### config.mk
export PLATFORM = sky130hd
export DESIGN_NAME = debug_uart_unit
export DESIGN_NICKNAME = d
export VERILOG_FILES = /design/src/rtl/debug_uart_unit.sv
export SDC_FILE = /design/constraint.sdc
export NUM_CORES = 1
export LEC_CHECK = 0
export ABC_AREA = 1
export CORE_MARGIN = 5
export CORE_UTILIZATION = 53
export DETAILED_ROUTE_END_ITERATION = 8
export GPL_TIMING_DRIVEN = 0
export HOLD_SLACK_MARGIN = 0.06
export PLACE_DENSITY = 0.92
export SYNTH_ARGS = -nofsm -noshare
export SYNTH_HDL_FRONTEND = slang
export SYNTH_SLANG_ARGS = --single-unit
export TNS_END_PERCENT = 10
### constraint.sdc
create_clock -name clock -period 18.35 [get_ports clock]
set_input_delay 3.67 -clock clock [delete_from_list [all_inputs] [get_ports clock]]
set_output_delay 3.67 -clock clock [all_outputs]
set_load 0.05 [all_outputs]
### src/rtl/debug_uart_unit.sv
// Debug UART unit: run/step control of the pipeline over UART
// and a little-endian dump of the debug bus plus cycle count.
module debug_uart_unit #(
  parameter int DEBUG_W = 322,
  parameter int NB_DBG  = 41
) (
  input  logic               clock,
  input  logic               reset,
  input  logic [DEBUG_W-1:0] debug_signal,
  input  logic               halt,
  input  logic [7:0]         rx_data,
  input  logic               rx_empty,
  output logic               rd_uart,
  input  logic               tx_full,
  output logic               wr_uart,
  output logic [7:0]         tx_data,
  output logic               enable
);

  localparam int NB_TOT = NB_DBG + 4;
  localparam int SW     = NB_TOT * 8;
  localparam int IW     = $clog2(NB_TOT + 1);
  localparam logic [IW-1:0] LAST = IW'(NB_TOT - 1);

  typedef enum logic [1:0] {
    IDLE,
    RUN,
    STEP,
    SEND
  } state_t;

  state_t            state, state_n;
  logic              enable_n, rd_n, wr_n;
  logic              loaded, loaded_n;
  logic [7:0]        tx_n;
  logic [31:0]       cycle_count, cnt_n;
  logic [IW-1:0]     idx, idx_n;
  logic [SW-1:0]     shreg, shreg_n;
  logic [NB_DBG*8-1:0] dbg_pad;

  // zero-extend the debug bus to a whole number of bytes
  always_comb begin
    dbg_pad = '0;
    dbg_pad[DEBUG_W-1:0] = debug_signal;
  end

  // next-state and next-output logic; every output is registered
  always_comb begin
    state_n  = state;
    enable_n = enable;
    rd_n     = 1'b0;
    wr_n     = 1'b0;
    tx_n     = tx_data;
    loaded_n = loaded;
    idx_n    = idx;
    shreg_n  = shreg;
    cnt_n    = cycle_count + 32'(enable);
    unique case (state)
      IDLE: begin
        enable_n = 1'b0;
        loaded_n = 1'b0;
        idx_n    = '0;
        // skip the edge where the previous pop is still in flight
        if (!rx_empty && !rd_uart) begin
          rd_n = 1'b1;
          unique case (1'b1)
            (rx_data == 8'h63): begin
              state_n  = RUN;
              enable_n = 1'b1;
            end
            (rx_data == 8'h73): begin
              state_n  = STEP;
              enable_n = 1'b1;
            end
            (rx_data == 8'h64): state_n = SEND;
            default: ;
          endcase
        end
      end
      RUN: begin
        if (halt) begin
          enable_n = 1'b0;
          state_n  = SEND;
        end
      end
      STEP: begin
        enable_n = 1'b0;
        state_n  = SEND;
      end
      SEND: begin
        enable_n = 1'b0;
        // first SEND cycle: pipeline and counter are frozen, snapshot
        if (!loaded) begin
          shreg_n  = {cycle_count, dbg_pad};
          loaded_n = 1'b1;
        end else if (!tx_full) begin
          wr_n    = 1'b1;
          tx_n    = shreg[7:0];
          shreg_n = shreg >> 8;
          idx_n   = idx + 1'b1;
          if (idx == LAST) state_n = IDLE;
        end
      end
      default: state_n = IDLE;
    endcase
  end

  // state and output registers with asynchronous reset
  always_ff @(posedge clock or posedge reset) begin
    if (reset) begin
      state       <= IDLE;
      enable      <= 1'b0;
      rd_uart     <= 1'b0;
      wr_uart     <= 1'b0;
      tx_data     <= 8'h00;
      loaded      <= 1'b0;
      cycle_count <= '0;
      idx         <= '0;
      shreg       <= '0;
    end else begin
      state       <= state_n;
      enable      <= enable_n;
      rd_uart     <= rd_n;
      wr_uart     <= wr_n;
      tx_data     <= tx_n;
      loaded      <= loaded_n;
      cycle_count <= cnt_n;
      idx         <= idx_n;
      shreg       <= shreg_n;
    end
  end

endmodule

==> qor_table.md, run 1 <==
| Group | Metric | Reported |
|---|---|---|
| hold path | Hold Crit Depth | 2 |
| clock tree | Number of H-tree levels | 2 |
| worst setup path | FF-to-FF Start | state[0] |
| worst setup path | Worst reg2reg path depth | 7 |
| worst setup path | WP depth | 1 |
| worst setup path | Slowest stage cell, crit path | sky130_fd_sc_hd__clkdlybuf4s50_1 |
| clock tree | CTS Root Cell | sky130_fd_sc_hd__clkbuf_16 |
| synth | Share of async-settable or async-resettable flops after synthesis | 100% |
| timing | Crit share post-route | 29.9% |
| synth | Ys Warns | 0 |
| floorplanning | Die X-Extent | 200 um |
| worst setup path | Crit path cell chain | clkdlybuf4s50_1 |
| final layout | Share of cells above drive strength 1 | 5.68% |
| final layout | Post-layout net count | 3023 |
| synth | Average footprint of a synthesized cell | 8.38 um2 |
| worst setup path | Critical path startpoint category | flop |
| worst setup path | Worst setup path category | flop to primary output |
| placed design | Placed Instances | 3096 |
| routing | Ratio of routed vias to standard cells | 5.74 |
| synth | Area share of the leading cell type in the synthesized netlist | 53.8% |
| worst setup path | Nature of the critical path endpoint | primary output |
| routing | Total number of vias | 18252 |
| final layout | Layout Cell Area excl Fill | 24700 um2 |
| worst setup path | Crit path max-delay family | buffers and inverters |
| timing | Setup-failing EPs final | 0 |
| clock tree | Insertion delay of the later-clocked pin in the worst-skew pair | 0.54 ns |
| synth | Synthesized Nets | 2630 |
| routing | Number of nets with antenna violations after routing | 0 |
| worst setup path | Required time of the critical path | 14.68 ns |
| job | MaxCap Viol Count | 0 |
| final layout | Post-Layout Cell Count | 3180 |
| timing | Setup WS post-layout | 12.87 ns |
| timing | Clk_skew | 0.0243 ns |
| synth | Yosys top cell by area | sky130_fd_sc_hd__dfrtp_1 |
| synth | Number of synthesized register bits | 412 |
| final layout | Number of fill cells | 2587 |
| global route | Final global-route overflow total | 0 |
| worst setup path | Crit-path max cell delay | 0.85 ns |
| routing | Length of the first detailed-routing pass in iterations | 6 |
| global route | Initial antenna violation count | 9 |
| hold path | Hold Startpoint | tx_data[6] |
| synth | Number of distinct standard cells referenced by the synthesized netlist | 27 |
| placed design | Count of port buffers added during placement | 345 |
| clock tree | Hold Buf Count CTS | 0 |
| timing | Final setup TNS | 0 ns |
| final layout | Synthesis-to-layout area growth | 28.8% |
| global route | Pin count of the biggest net entering global routing | 138 |
| placed design | Worst slack, placed | 12.72 ns |
| timing | Count of endpoints failing hold in the final timing report | 0 |
| global route | GR Util All Layers | 29.4% |
| timing | Final critical path time including I/O delays and setup | 5.48 ns |
| routing | Count of unresolved DRC violations after routing | 0 |
| placed design | Placer Congestion | 0.909 |
| clock tree | Number of setup buffers added after CTS | 0 |
| global route | Via count of the first global-routing pass | 18341 |
| placed design | Post-detail-place hpwl | 44600 um |
| synth | Post-synthesis instance total | 2287 |
| clock tree | Total CTS buffers | 43 |
| timing | Number of max-slew violations in the final report | 0 |
| floorplanning | Chip Height | 200 um |
| synth | Top post-synthesis cells by area | sky130_fd_sc_hd__dfrtp_1 54%, sky130_fd_sc_hd__nand2_1 12%, sky130_fd_sc_hd__o211ai_1 6.3% |
| timing | Transition time at the pin with the least slew margin | 0.765 ns |
| routing | Final routed wire length divided by cell count | 19.2 um |
| clock tree | Worst-case clock buffer depth | 3 |
| power | Max VDD drop | 0.0758 mV |
| routing | Routed Wire Length | 61100 um |
| clock tree | Clock tree from TritonCTS | yes |
| worst setup path | Maximum fanout encountered on the critical timing path | 3 |
| hold path | Worst min-delay path category | flop to flop |
| power | Pwr dens | 147 nW/um2 |
| timing | Max-slew headroom | 49.0% |
| worst setup path | Worst Path Arrival | 1.81 ns |
| power | Leakage power of the design | 10.7 nW |
| timing | Top achievable clock speed | 182 MHz |
| synth | Top post-synthesis cells by count | 631 x sky130_fd_sc_hd__nand2_1, 412 x sky130_fd_sc_hd__dfrtp_1, 240 x sky130_fd_sc_hd__inv_1 |
| worst setup path | Launch point of the critical path | enable |
| clock tree | Sinks on the clock net | 412 |
| timing | Unrepaired setup endpoints after global routing | no |
| global route | Global-route wire length before repair | 96500 um |
| synth | Portion of the post-synthesis area used by sequential elements | 53.8% |
| synth | Number of flops mapped to enable cells by yosys | 0 |
| floorplanning | Number of top-level pins | 346 |
| placed design | Placed Instance Area | 23300 um2 |
| clock tree | Cells resized by post-CTS repair | 0 |
| synth | Top FF cell, synth | sky130_fd_sc_hd__dfrtp_1 |
| timing | Hold WS | 0.493 ns |
| synth | Combined area of all synthesized cells | 19200 um2 |
| synth | Library cell with the highest instance count after synthesis | sky130_fd_sc_hd__nand2_1 |
| floorplanning | Core area | 35700 um2 |
| outcome | Run status | completed |
| floorplanning | Total die area | 40100 um2 |
| floorplanning | Number of rows created at floorplan | 69 |
| clock tree | Clock slew at the register clock pins of the worst setup and hold paths | 0.06 ns |
| floorplanning | Initial Utilization | 53.8% |
| routing | First-iteration detailed-routing DRC count | 1443 |
| worst setup path | WP buf/inv | 1 |
## path summary, 6_finish.rpt
path,end,slack (ns)
worst max-delay path,enable,12.87
worst min-delay path,tx_data[6],0.49
worst max register to register,shreg[234],16.11
worst min register to register,tx_data[6],0.49
max in group asynchronous,shreg[280],13.43
min in group asynchronous,shreg[105],3.53
## sequential cells by signal, indices dropped and copies added (netlist names)
name         cells
shreg          360
cycle_count     32
tx_data          8
idx              6
state            2
enable           1
loaded           1
rd_uart          1
wr_uart          1
## per-stage QoR
stage | total power [mW] | utilization [%]
after detailed placement | 2.75 | 65.3
after CTS | 3.62 | 69.2
final | 3.64 | 69.2
after global placement | 2.66 | 65.1
after global routing | 3.86 | 69.2
after floorplan | 2.32 | -
## cells in the final DEF (no fill, tap or decap), types with 2 or more instances in the layout
master / instances
sky130_fd_sc_hd__nand2_1: 631
sky130_fd_sc_hd__dfrtp_1: 412
sky130_fd_sc_hd__clkdlybuf4s50_1: 345
sky130_fd_sc_hd__inv_1: 239
sky130_fd_sc_hd__nor2_1: 225
sky130_fd_sc_hd__a31oi_1: 184
sky130_fd_sc_hd__o211ai_1: 162
sky130_fd_sc_hd__o21ai_0: 136
sky130_fd_sc_hd__clkbuf_1: 82
sky130_fd_sc_hd__buf_2: 60
sky130_fd_sc_hd__clkbuf_16: 45
sky130_fd_sc_hd__o21ai_1: 40
sky130_fd_sc_hd__xor2_1: 21
sky130_fd_sc_hd__nand3_1: 18
sky130_fd_sc_hd__buf_6: 15
sky130_fd_sc_hd__nor3_1: 15
sky130_fd_sc_hd__o22ai_1: 14
sky130_fd_sc_hd__clkbuf_8: 11
sky130_fd_sc_hd__ha_1: 8
sky130_fd_sc_hd__nand4_1: 7
sky130_fd_sc_hd__diode_2: 6
sky130_fd_sc_hd__buf_4: 6
sky130_fd_sc_hd__buf_1: 6
sky130_fd_sc_hd__clkinv_2: 6
sky130_fd_sc_hd__xnor2_1: 5
sky130_fd_sc_hd__a21oi_1: 5
sky130_fd_sc_hd__clkinvlp_4: 3
sky130_fd_sc_hd__buf_16: 3
sky130_fd_sc_hd__nor3b_1: 2
## cells by family (layout without fill, tap and decap cells)
| group | count (synthesis) | in the layout | synth area share, % |
|---|---|---|---|
| buffers and inverters | 399 | 825 | 8.91 |
| other | 0 | 6 | 0 |
| XOR/XNOR | 26 | 26 | 1.19 |
| flip-flops | 412 | 412 | 53.8 |
| AO/OA/AOI/OAI | 542 | 542 | 17.6 |
| AND/OR/NAND/NOR | 900 | 900 | 18.0 |
| adder cells (fa/ha/maj) | 8 | 8 | 0.522 |
## per-layer routing
metal	up-vias	track usage (%)	share of wire (%)
met5	-	0	0.056
met4	6	10.7	3.6
met3	184	7.16	8.7
met2	909	48.5	48
met1	8839	38.1	40
li1	8314	-	-
## cell type report
| type | instances | area, um2 | area share, % |
|---|---|---|---|
| multi-input cells | 1476 | 7150 | 29.0 |
| diodes | 6 | 15.0 | 0.0608 |
| flip-flops and latches | 412 | 10300 | 41.8 |
| well taps | 461 | 577 | 2.34 |
| inverters | 242 | 916 | 3.71 |
| clock inverters | 10 | 61.3 | 0.248 |
| clock buffers | 68 | 1320 | 5.36 |
| repair buffers | 348 | 3540 | 14.3 |
| plain buffers | 157 | 800 | 3.24 |
## where the power goes
part           internal [mW]  switching (mW)
Sequential              1.28           0.176
Combinational          0.477           0.845
Clock                  0.495           0.363
Total                   2.26            1.38
Note: power is estimated with default switching activity, not from simulation.
==> inputs of run 2 (changes only) <==
- CORE_UTILIZATION: 53 -> 48
- PLACE_DENSITY: 0.92 -> 0.89
- clock period: 18.35 -> 5 ns (I/O delays scaled with it)
==> run 2 against run 1 <==
Effect of this change:
- clock power increased to 3.9 times the previous value
- routed wire length decreased by 0.44%
- setup slack got worse by 11 ns
- global-route usage decreased by 2.4 points
- flip-flop and latch count unchanged
- sequential power increased to 3.7 times the previous value
- cell count increased by 2.2%
- die area increased by 9.9%
- non-clock buffer count increased by 8
- clock-buffer cell count decreased by 8
- critical path type unchanged
- critical endpoint unchanged
- largest power group unchanged
==> qor_table.md, run 2 (synthesis results as in run 1) <==
| Group | Metric | Reported | vs previous |
|---|---|---|---|
| timing | Final setup TNS | 0 ns | unchanged |
| timing | Crit share post-route | 57.1% |  |
| timing | Max-slew headroom | 54.0% | +5.0 points |
| floorplanning | Total die area | 44000 um2 | +9.9% |
| clock tree | Clock tree from TritonCTS | yes |  |
| power | Pwr dens | 540 nW/um2 | +270% |
| routing | Final routed wire length divided by cell count | 18.7 um | -2.6% |
| clock tree | Insertion delay of the later-clocked pin in the worst-skew pair | 0.56 ns | +0.02 ns |
| placed design | Worst slack, placed | 1.95 ns | -10.78 ns |
| routing | Count of unresolved DRC violations after routing | 0 | unchanged |
| global route | Initial antenna violation count | 9 | unchanged |
| placed design | Post-detail-place hpwl | 45700 um | +2.4% |
| worst setup path | Crit path max-delay family | buffers and inverters |  |
| floorplanning | Initial Utilization | 48.4% | -5.4 points |
| final layout | Register Area | 10300 um2 | unchanged |
| final layout | Most used cells in the layout excluding fill and tap cells | 631 x sky130_fd_sc_hd__nand2_1, 412 x sky130_fd_sc_hd__dfrtp_1, 345 x sky130_fd_sc_hd__clkdlybuf4s50_1, 239 x sky130_fd_sc_hd__inv_1, 225 x sky130_fd_sc_hd__nor2_1 |  |
| global route | Global-route wire length before repair | 96000 um | -0.50% |
| floorplanning | Number of top-level pins | 346 | unchanged |
| global route | Pin count of the biggest net entering global routing | 45 | -67% |
| placed design | Count of port buffers added during placement | 345 | unchanged |
| timing | Number of max-slew violations in the final report | 0 | unchanged |
| floorplanning | Die X-Extent | 210 um | +4.8% |
| timing | Final critical path time including I/O delays and setup | 2.85 ns |  |
| clock tree | Number of H-tree levels | 2 | unchanged |
| worst setup path | Worst setup path category | flop to primary output |  |
| global route | Via count of the first global-routing pass | 18088 | -1.4% |
| clock tree | Hold Buf Count CTS | 0 | unchanged |
| global route | GR Util All Layers | 27.0% | -2.4 points |
| routing | Total number of vias | 18116 | -0.75% |
| job | MaxCap Viol Count | 0 | unchanged |
| final layout | Register with the highest flop count | shreg |  |
| placed design | Placer Congestion | 0.929 | +2.3% |
| global route | Final global-route overflow total | 0 | unchanged |
| routing | Length of the first detailed-routing pass in iterations | 6 | unchanged |
| hold path | Worst min-delay path category | flop to flop |  |
| worst setup path | WP buf/inv | 1 | unchanged |
| clock tree | Number of setup buffers added after CTS | 0 | unchanged |
| timing | Clk_skew | 0.0126 ns | -0.0118 ns |
| worst setup path | Critical path startpoint category | flop |  |
| routing | First-iteration detailed-routing DRC count | 1972 | +37% |
| clock tree | Sinks on the clock net | 412 | unchanged |
| worst setup path | Nature of the critical path endpoint | primary output |  |
| final layout | Number of fill cells | 3155 | +22% |
| worst setup path | Required time of the critical path | 4.00 ns | -10.68 ns |
| outcome | Run status | completed |  |
| floorplanning | Core area | 39600 um2 | +11% |
| worst setup path | Worst Path Arrival | 1.85 ns | +0.04 ns |
| timing | Unrepaired setup endpoints after global routing | no |  |
| worst setup path | WP depth | 1 | unchanged |
| timing | Transition time at the pin with the least slew margin | 0.690 ns | -0.0750 ns |
| routing | Ratio of routed vias to standard cells | 5.58 | -2.9% |
| worst setup path | Crit-path max cell delay | 0.85 ns | about the same |
| final layout | Share of cells above drive strength 1 | 6.32% | +0.64 points |
| power | Leakage power of the design | 10.8 nW | +1.2% |
| final layout | Synthesis-to-layout area growth | 30.5% |  |
| routing | Number of nets with antenna violations after routing | 0 | unchanged |
| timing | Count of endpoints failing hold in the final timing report | 0 | unchanged |
| clock tree | CTS Root Cell | sky130_fd_sc_hd__clkbuf_16 |  |
| clock tree | Total CTS buffers | 44 | +2.3% |
| clock tree | Worst-case clock buffer depth | 3 | unchanged |
| final layout | Largest registers | shreg (360), cycle_count (32), tx_data (8) |  |
| timing | Setup-failing EPs final | 0 | unchanged |
| final layout | Footprint of the multi-input gates | 7150 um2 | unchanged |
| power | Max VDD drop | 0.288 mV | +280% |
| worst setup path | Worst reg2reg path depth | 7 | unchanged |
| floorplanning | Number of rows created at floorplan | 73 | +5.8% |
| timing | Top achievable clock speed | 350 MHz |  |
| final layout | Post-layout net count | 3032 | +0.30% |
| worst setup path | Crit path cell chain | clkdlybuf4s50_1 |  |
| routing | Routed Wire Length | 60800 um | -0.44% |
| worst setup path | Maximum fanout encountered on the critical timing path | 3 | unchanged |
| clock tree | Clock slew at the register clock pins of the worst setup and hold paths | 0.06 ns | about the same |
| floorplanning | Chip Height | 210 um | +4.8% |
| final layout | Max FFs per register | 360 | unchanged |
| timing | Setup WS post-layout | 2.15 ns | -10.72 ns |
| timing | Hold WS | 0.489 ns | -0.00363 ns |
| final layout | Commonest non-fill, non-tap cell in the layout | sky130_fd_sc_hd__nand2_1 |  |
| hold path | Hold Crit Depth | 2 | unchanged |
| clock tree | Cells resized by post-CTS repair | 0 | unchanged |
| worst setup path | Slowest stage cell, crit path | sky130_fd_sc_hd__clkdlybuf4s50_1 |  |
-- run 2: cell count changes in the layout (fill, tap and decap cells not counted) --
cell,change
sky130_fd_sc_hd__buf_12,+10
sky130_fd_sc_hd__clkbuf_1,-10
sky130_fd_sc_hd__clkinv_2,+5
sky130_fd_sc_hd__bufinv_16,+3
sky130_fd_sc_hd__diode_2,-3
sky130_fd_sc_hd__buf_16,-2
sky130_fd_sc_hd__clkbuf_8,+2
sky130_fd_sc_hd__inv_6,+1
sky130_fd_sc_hd__inv_8,-1
-- run 2: routing by layer --
metal,global-route usage [%],up-vias,routed length [um]
met4,10.2,10,2230
met2,43.5,862,28800
met5,0,-,70
li1,-,8312,-
met3,5.62,172,5300
met1,36.2,8760,24400
-- run 2: power breakdown --
part	switching (mW)	internal, mW	leakage [nW]
clock network	1.37	1.99	0.745
registers	0.616	4.71	4.93
logic	3.06	1.76	5.14
-- run 2: area by class of cell --
class	count	share of cell area, %
diodes	3	0.0300
plain buffers	157	3.20
clock buffers	60	5.25
clock inverters	18	0.710
inverters	242	3.65
multi-input cells	1476	28.6
flip-flops and latches	412	41.2
well taps	525	2.63
repair buffers	356	14.7
-- run 2: final timing paths --
check / startpoint / end / slack (ns)
max: enable / enable / 2.15
max in group asynchronous: reset / shreg[276] / 2.86
min: tx_data[0] / tx_data[0] / 0.49
max reg2reg: state[0] / shreg[225] / 2.70
min reg2reg: tx_data[0] / tx_data[0] / 0.49
min in group asynchronous: reset / shreg[108] / 0.85
-- run 2: stage by stage --
step / total power [mW] / utilization, % / instance area (um2) / std cells
final: 13.5 / 63.1 / 25000 / 3249
after global routing: 14.4 / 63.1 / 25000 / 3249
after CTS: 13.5 / 63.1 / 25000 / 3246
after detailed placement: 10.1 / 59.3 / 23500 / 3168
after global placement: 9.81 / 58.7 / 23300 / 3157
after floorplan: 8.50 / - / 19200 / 2287
==> inputs of run 3 (changes only) <==
- clock period: 5 -> 2.6 ns (I/O delays scaled with it)
==> results of run 3 <==
The final DEF is identical to that of run 2. Status: completed.
Main changes from that run: setup slack after placement 1.95 ns -> 0.0255 ns; setup slack after layout 2.15 ns -> 0.227 ns; hold slack 0.489 ns -> 0.367 ns; register-to-register setup slack 2.70 ns -> 0.30 ns; total power 13.5 mW -> 26.0 mW; worst IR drop on VDD 0.288 mV -> 0.555 mV
